## src/rtl/demux_pkg.sv

```systemverilog
// Shared types and constants for the 1:2 valid/ready stream demultiplexer.
package demux_pkg;

    typedef enum logic {
        SEL_OUT0 = 1'b0,
        SEL_OUT1 = 1'b1
    } demux_sel_e;

    localparam int DEMUX_N_OUT = 2;

endpackage

```

## src/rtl/stream_reg_slice.sv

```systemverilog
// One-entry valid/ready register: holds a beat until the consumer takes it,
// and can be reloaded in the same cycle it drains for full throughput.
module stream_reg_slice
    import demux_pkg::*;
#(
    parameter int DATA_W = 8
) (
    input  logic              clk,
    input  logic              rst_n,
    input  logic              load,
    input  logic [DATA_W-1:0] load_data,
    output logic              can_load,
    output logic              valid,
    input  logic              ready,
    output logic [DATA_W-1:0] data
);

    assign can_load = !valid || ready;

    // A load wins over a drain, so a beat arriving as the old one leaves keeps valid high.
    always_ff @(posedge clk or negedge rst_n) begin
        if (!rst_n) begin
            valid <= 1'b0;
            data  <= '0;
        end else if (load) begin
            valid <= 1'b1;
            data  <= load_data;
        end else if (valid && ready) begin
            valid <= 1'b0;
        end
    end

endmodule

```

## src/rtl/demux_1to2_stream.sv

```systemverilog
// Routes one valid/ready stream to one of two registered outputs per beat,
// with a saturating delivered-beat counter on each output.
module demux_1to2_stream
    import demux_pkg::*;
#(
    parameter int DATA_W = 8,
    parameter int CNT_W  = 16
) (
    input  logic              clk,
    input  logic              rst_n,
    input  logic              in_valid,
    output logic              in_ready,
    input  logic [DATA_W-1:0] in_data,
    input  logic              in_sel,
    output logic              out0_valid,
    input  logic              out0_ready,
    output logic [DATA_W-1:0] out0_data,
    output logic              out1_valid,
    input  logic              out1_ready,
    output logic [DATA_W-1:0] out1_data,
    input  logic              clr_cnt,
    output logic [CNT_W-1:0]  cnt0,
    output logic [CNT_W-1:0]  cnt1
);

    demux_sel_e                                sel;
    logic [DEMUX_N_OUT-1:0]                    load;
    logic [DEMUX_N_OUT-1:0]                    can_load;
    logic [DEMUX_N_OUT-1:0]                    valid;
    logic [DEMUX_N_OUT-1:0]                    ready;
    logic [DEMUX_N_OUT-1:0][DATA_W-1:0]        data;
    logic [DEMUX_N_OUT-1:0][CNT_W-1:0]         cnt;

    assign sel   = demux_sel_e'(in_sel);
    assign ready = {out1_ready, out0_ready};

    assign in_ready = (sel == SEL_OUT1) ? can_load[1] : can_load[0];

    // in_valid gates every load term, so an unknown in_sel while idle cannot reach the slices.
    assign load[0] = in_valid && in_ready && (sel == SEL_OUT0);
    assign load[1] = in_valid && in_ready && (sel == SEL_OUT1);

    for (genvar n = 0; n < DEMUX_N_OUT; n++) begin : g_out
        logic [CNT_W-1:0] cnt_q;

        stream_reg_slice #(
            .DATA_W (DATA_W)
        ) u_slice (
            .clk       (clk),
            .rst_n     (rst_n),
            .load      (load[n]),
            .load_data (in_data),
            .can_load  (can_load[n]),
            .valid     (valid[n]),
            .ready     (ready[n]),
            .data      (data[n])
        );

        always_ff @(posedge clk or negedge rst_n) begin
            if (!rst_n) begin
                cnt_q <= '0;
            end else if (clr_cnt) begin
                cnt_q <= '0;
            end else if (valid[n] && ready[n] && (cnt_q != {CNT_W{1'b1}})) begin
                cnt_q <= cnt_q + 1'b1;
            end
        end

        assign cnt[n] = cnt_q;
    end

    assign out0_valid = valid[0];
    assign out0_data  = data[0];
    assign out1_valid = valid[1];
    assign out1_data  = data[1];
    assign cnt0       = cnt[0];
    assign cnt1       = cnt[1];

endmodule

```

## config.mk

```make
export PLATFORM = sky130hd
export DESIGN_NAME = demux_1to2_stream
export DESIGN_NICKNAME = d
export VERILOG_FILES = /design/src/rtl/demux_pkg.sv /design/src/rtl/stream_reg_slice.sv /design/src/rtl/demux_1to2_stream.sv
export SDC_FILE = /design/constraint.sdc
export NUM_CORES = 1
export LEC_CHECK = 0
export BUFFER_PORTS_ARGS = -buffer_cell sky130_fd_sc_hd__buf_2
export CORE_ASPECT_RATIO = 2
export CORE_UTILIZATION = 51
export CTS_CLUSTER_DIAMETER = 30
export CTS_CLUSTER_SIZE = 8
export DETAILED_ROUTE_END_ITERATION = 7
export GPL_ROUTABILITY_DRIVEN = 0
export MAX_ROUTING_LAYER = met4
export PLACE_DENSITY = 0.77
export REMOVE_ABC_BUFFERS = 1
export SETUP_SLACK_MARGIN = 0.1
export SLEW_MARGIN = 20
export SYNTH_ARGS = -nofsm -noshare
export SYNTH_HDL_FRONTEND = slang
export SYNTH_SLANG_ARGS = --single-unit
```

## constraint.sdc

```tcl
create_clock -name clk -period 2.2 [get_ports clk]
set_input_delay 0.44 -clock clk [delete_from_list [all_inputs] [get_ports clk]]
set_output_delay 0.44 -clock clk [all_outputs]
set_load 0.05 [all_outputs]
```

==> impl_results.md <==
* Drt first pass iters at 4
* Post-Syn Area per Cell at 10.52 sq um
* Data arrival time of the critical path at between 2 and 2.5 ns
* First-pass GRT wire length at 9.308 mm
* Post-CTS setup buffer count at 0
* Worst-path cell chain: ha_1 -> nand4_1 -> nor4_2 -> nor4b_1 -> mux2_2
* Synth Flop Type: dfrtp_1
* Largest delay share family, worst path: simple AND/OR/NAND/NOR gates
* Drt wl/cell at ~15 um
* Number of synthesized flops with an enable pin at 0
* Width of the die at about 52 um
* # IOs at 66
* Filler instances at 438
* Max_cap viols at 0
* Worst Setup Start Kind: flip-flop
* Status: finished clean
* Crit path capture type: flip-flop
* Die ar. at roughly 5400 sq um
* Max-slew headroom at approximately 58%
* Layout Cells excl Fill at roughly 380
* Worst R2R End: cnt1[6]
* Hpwl dp at between 4 and 5 mm
* Post-Syn Area at 2599 sq um
* Top cells by area, synth: dfrtp_1 (48%), mux2_2 (11%), a21oi_1 (3.5%)
* Mapped Cells at approximately 250
* Cts bufs inserted at 5
* Crit path kind: flip-flop to flip-flop
* Hold Crit Class: input port to asynchronous set/reset pin
* Worst r2r path cells at 5
* CP max stage cell: dfrtp_1
* Antenna violations before repair at 0
* Fin crit share at a little under nine tenths
* DRC at 0
* Total of warnings raised by yosys at 0
* TNS Setup at 0 ns
* Hold_buf cts at 0
* Resized Gates After CTS at 0
* Final setup viols at 0
* Worst Tran Pin Value at ~0.62 ns
* Via count at ~2.3k
* Total core area at ~5000 sq um
* Root Buffer: clkbuf_8
* Max Freq at between 0.5 and 0.6 GHz
* Final-stage net count at about 340
* Number of I/O port buffers at 65
* Total Wirelength at about 5.8 mm
* Post-synth top cells: dfrtp_1 (50), mux2_2 (25), a21oi_1 (18)
* Final slew viol count at 0
* Deepest clock path buffer count at 2
* Layout cells sized above 1 at roughly two fifths
* Critical Path RT at 2.40 ns
* Max Fanout on Critical Path at 6
* CTS clk-pin slew, worst paths at 0.10 ns
* Die height at 103.0 um
* Power per cell area at 666.6 nW/um^2
* Most numerous cell in the Yosys netlist: dfrtp_1
* CP Launch Point: cnt1[0]
* Area grow syn2layout at 20.94%
* Final Hold Vio Count at 0
* Sequential-to-total area share from yosys stat at roughly half
* Util after Layout at about 65%
* CTS H-tree lvls at 2
* GRT Total Usage at about a quarter
* Placed insts at between 300 and 400
* R2r setup slk at approximately 0.32 ns
* N_diodes at 0
* FFs w/ async S/R, synth at 100.0%
* Post-synth top area cell: dfrtp_1
* CP peak stage delay at between 0.4 and 0.5 ns
* DR iter-0 viols at roughly 40
* Final ANT Viol Nets at 0
* Reg-to-Reg Start: cnt1[0]
* #FFs+latches synth at 50
* Critical Path Stages at 5
* Largest net degree at the start of global routing at between 50 and 60
* Total gr overflow at 0
* FP Rows at 36
* Post-DR vias/cell at approximately 6
* RSZ-0062 raised after global routing: false
* CTS sink count at 50
* Clock skew after layout at approximately 0.014 ns
* Crit path to: cnt1[6]
* CTS tree: done
* Post-synth top area share at roughly 48%
* Area occupied by registers at 1251 sq um
* Count of different cell masters after synthesis at 42
* Starting density of the core at between 50% and 60%
* Min cycle time layout at between 1.5 and 2 ns
* Clock latency on the worst-skew pair at between 0.3 and 0.4 ns
* Buffers & Inverters on Critical Path at 0
* Pleak at 1.428 nW
* Area occupied by multi-input gates at ~1300 sq um
* Peak supply drop at approximately 0.65 mV
* Vias in the first global route at between 2k and 2.5k
worst register-to-register path, stage by stage (launching register included):
cell and delay (ns):
dfrtp_1 0.43, ha_1 0.24, nand4_1 0.19, nor4_2 0.11, nor4b_1 0.43, mux2_2 0.39
power breakdown:
group	switching (mW)	total (mW)	internal (mW)	leakage, nW
registers	0.0364	1.01	0.979	0.658
clock network	0.308	0.642	0.335	0.0579
logic	0.322	0.438	0.116	0.712
total	0.666	2.10	1.43	1.43
metrics by stage:
stage / hold WS (ns) / setup slack (ns) / total power, mW / instance area, sq um
finish: 0.2110 / 0.3167 / 2.095 / 3143
global route: 0.2777 / 0.1309 / 2.181 / 3143
CTS: 0.2422 / 0.2631 / 2.119 / 3143
detailed placement: 0.4925 / 0.3296 / 1.476 / 3034
global placement: 0.4867 / 0.3472 / 1.468 / 3034
floorplan: 0.1444 / -0.1990 / 1.334 / 2562
placed cells by master, fill, tap and decap left out, types with 2 or more instances in the layout:
cell type	instances
or3_1	8
clkinv_2	2
ha_1	2
nor4_2	2
mux2i_1	2
o2111a_1	2
dfrtp_1	50
nand4_1	6
inv_1	5
or4_1	8
nor3_2	2
and4_1	4
o21ai_0	10
buf_2	65
o31ai_1	9
nand2b_1	5
clkbuf_8	5
a31oi_1	2
nor2b_1	9
nand3_1	15
nor2_1	11
a21oi_1	18
nor4_1	3
and3_1	2
mux2_2	25
nand4_2	2
nor3_1	7
nand2_1	14
buf_4	10
how the worst min path moves through the flow:
stage	depth (start not counted)	slack (ns)	from	to
floorplan	0	0.14	rst_n	cnt0[0]
global placement	1	0.49	g_out[1].u_slice.data[1]	g_out[1].u_slice.data[1]
detailed placement	1	0.49	g_out[1].u_slice.data[1]	g_out[1].u_slice.data[1]
CTS	2	0.24	rst_n	cnt0[11]
global route	2	0.28	rst_n	cnt0[11]
finish	2	0.21	rst_n	cnt0[11]
kinds of logic (layout without fill, tap and decap cells):
kind of cell / count (synthesis) / in the layout / share of synthesized area (%)
AOI/OAI and AO/OA: 47 / 47 / 11.22
adders and majority gates: 2 / 2 / 0.9628
buffers and inverters: 14 / 88 / 2.119
DFF: 50 / 50 / 48.15
muxes: 27 / 27 / 11.60
and+or+nand+nor: 107 / 107 / 25.95
flip-flops by register name, summed over array words and instances, names as in the netlist:
signal and count:
g_out.u_slice.data 16, cnt1 16, cnt0 16, g_out.u_slice.valid 2
layout make-up:
type	count	area share, %
clock buffer	5	2.189
timing repair buffer	75	12.74
sequential	50	39.81
multi-input combinational	183	41.12
clock inverter	3	1.274
tap	57	2.269
inverter	5	0.5971
routing by layer:
layer,wire (um),up-vias,global-route usage [%]
li1,-,1080,-
met3,195,9,5.015
met4,93,0,9.919
met5,0,-,-
met1,2251,1115,25.00
met2,3298,51,42.26
Note: power is estimated with default switching activity, not from simulation.
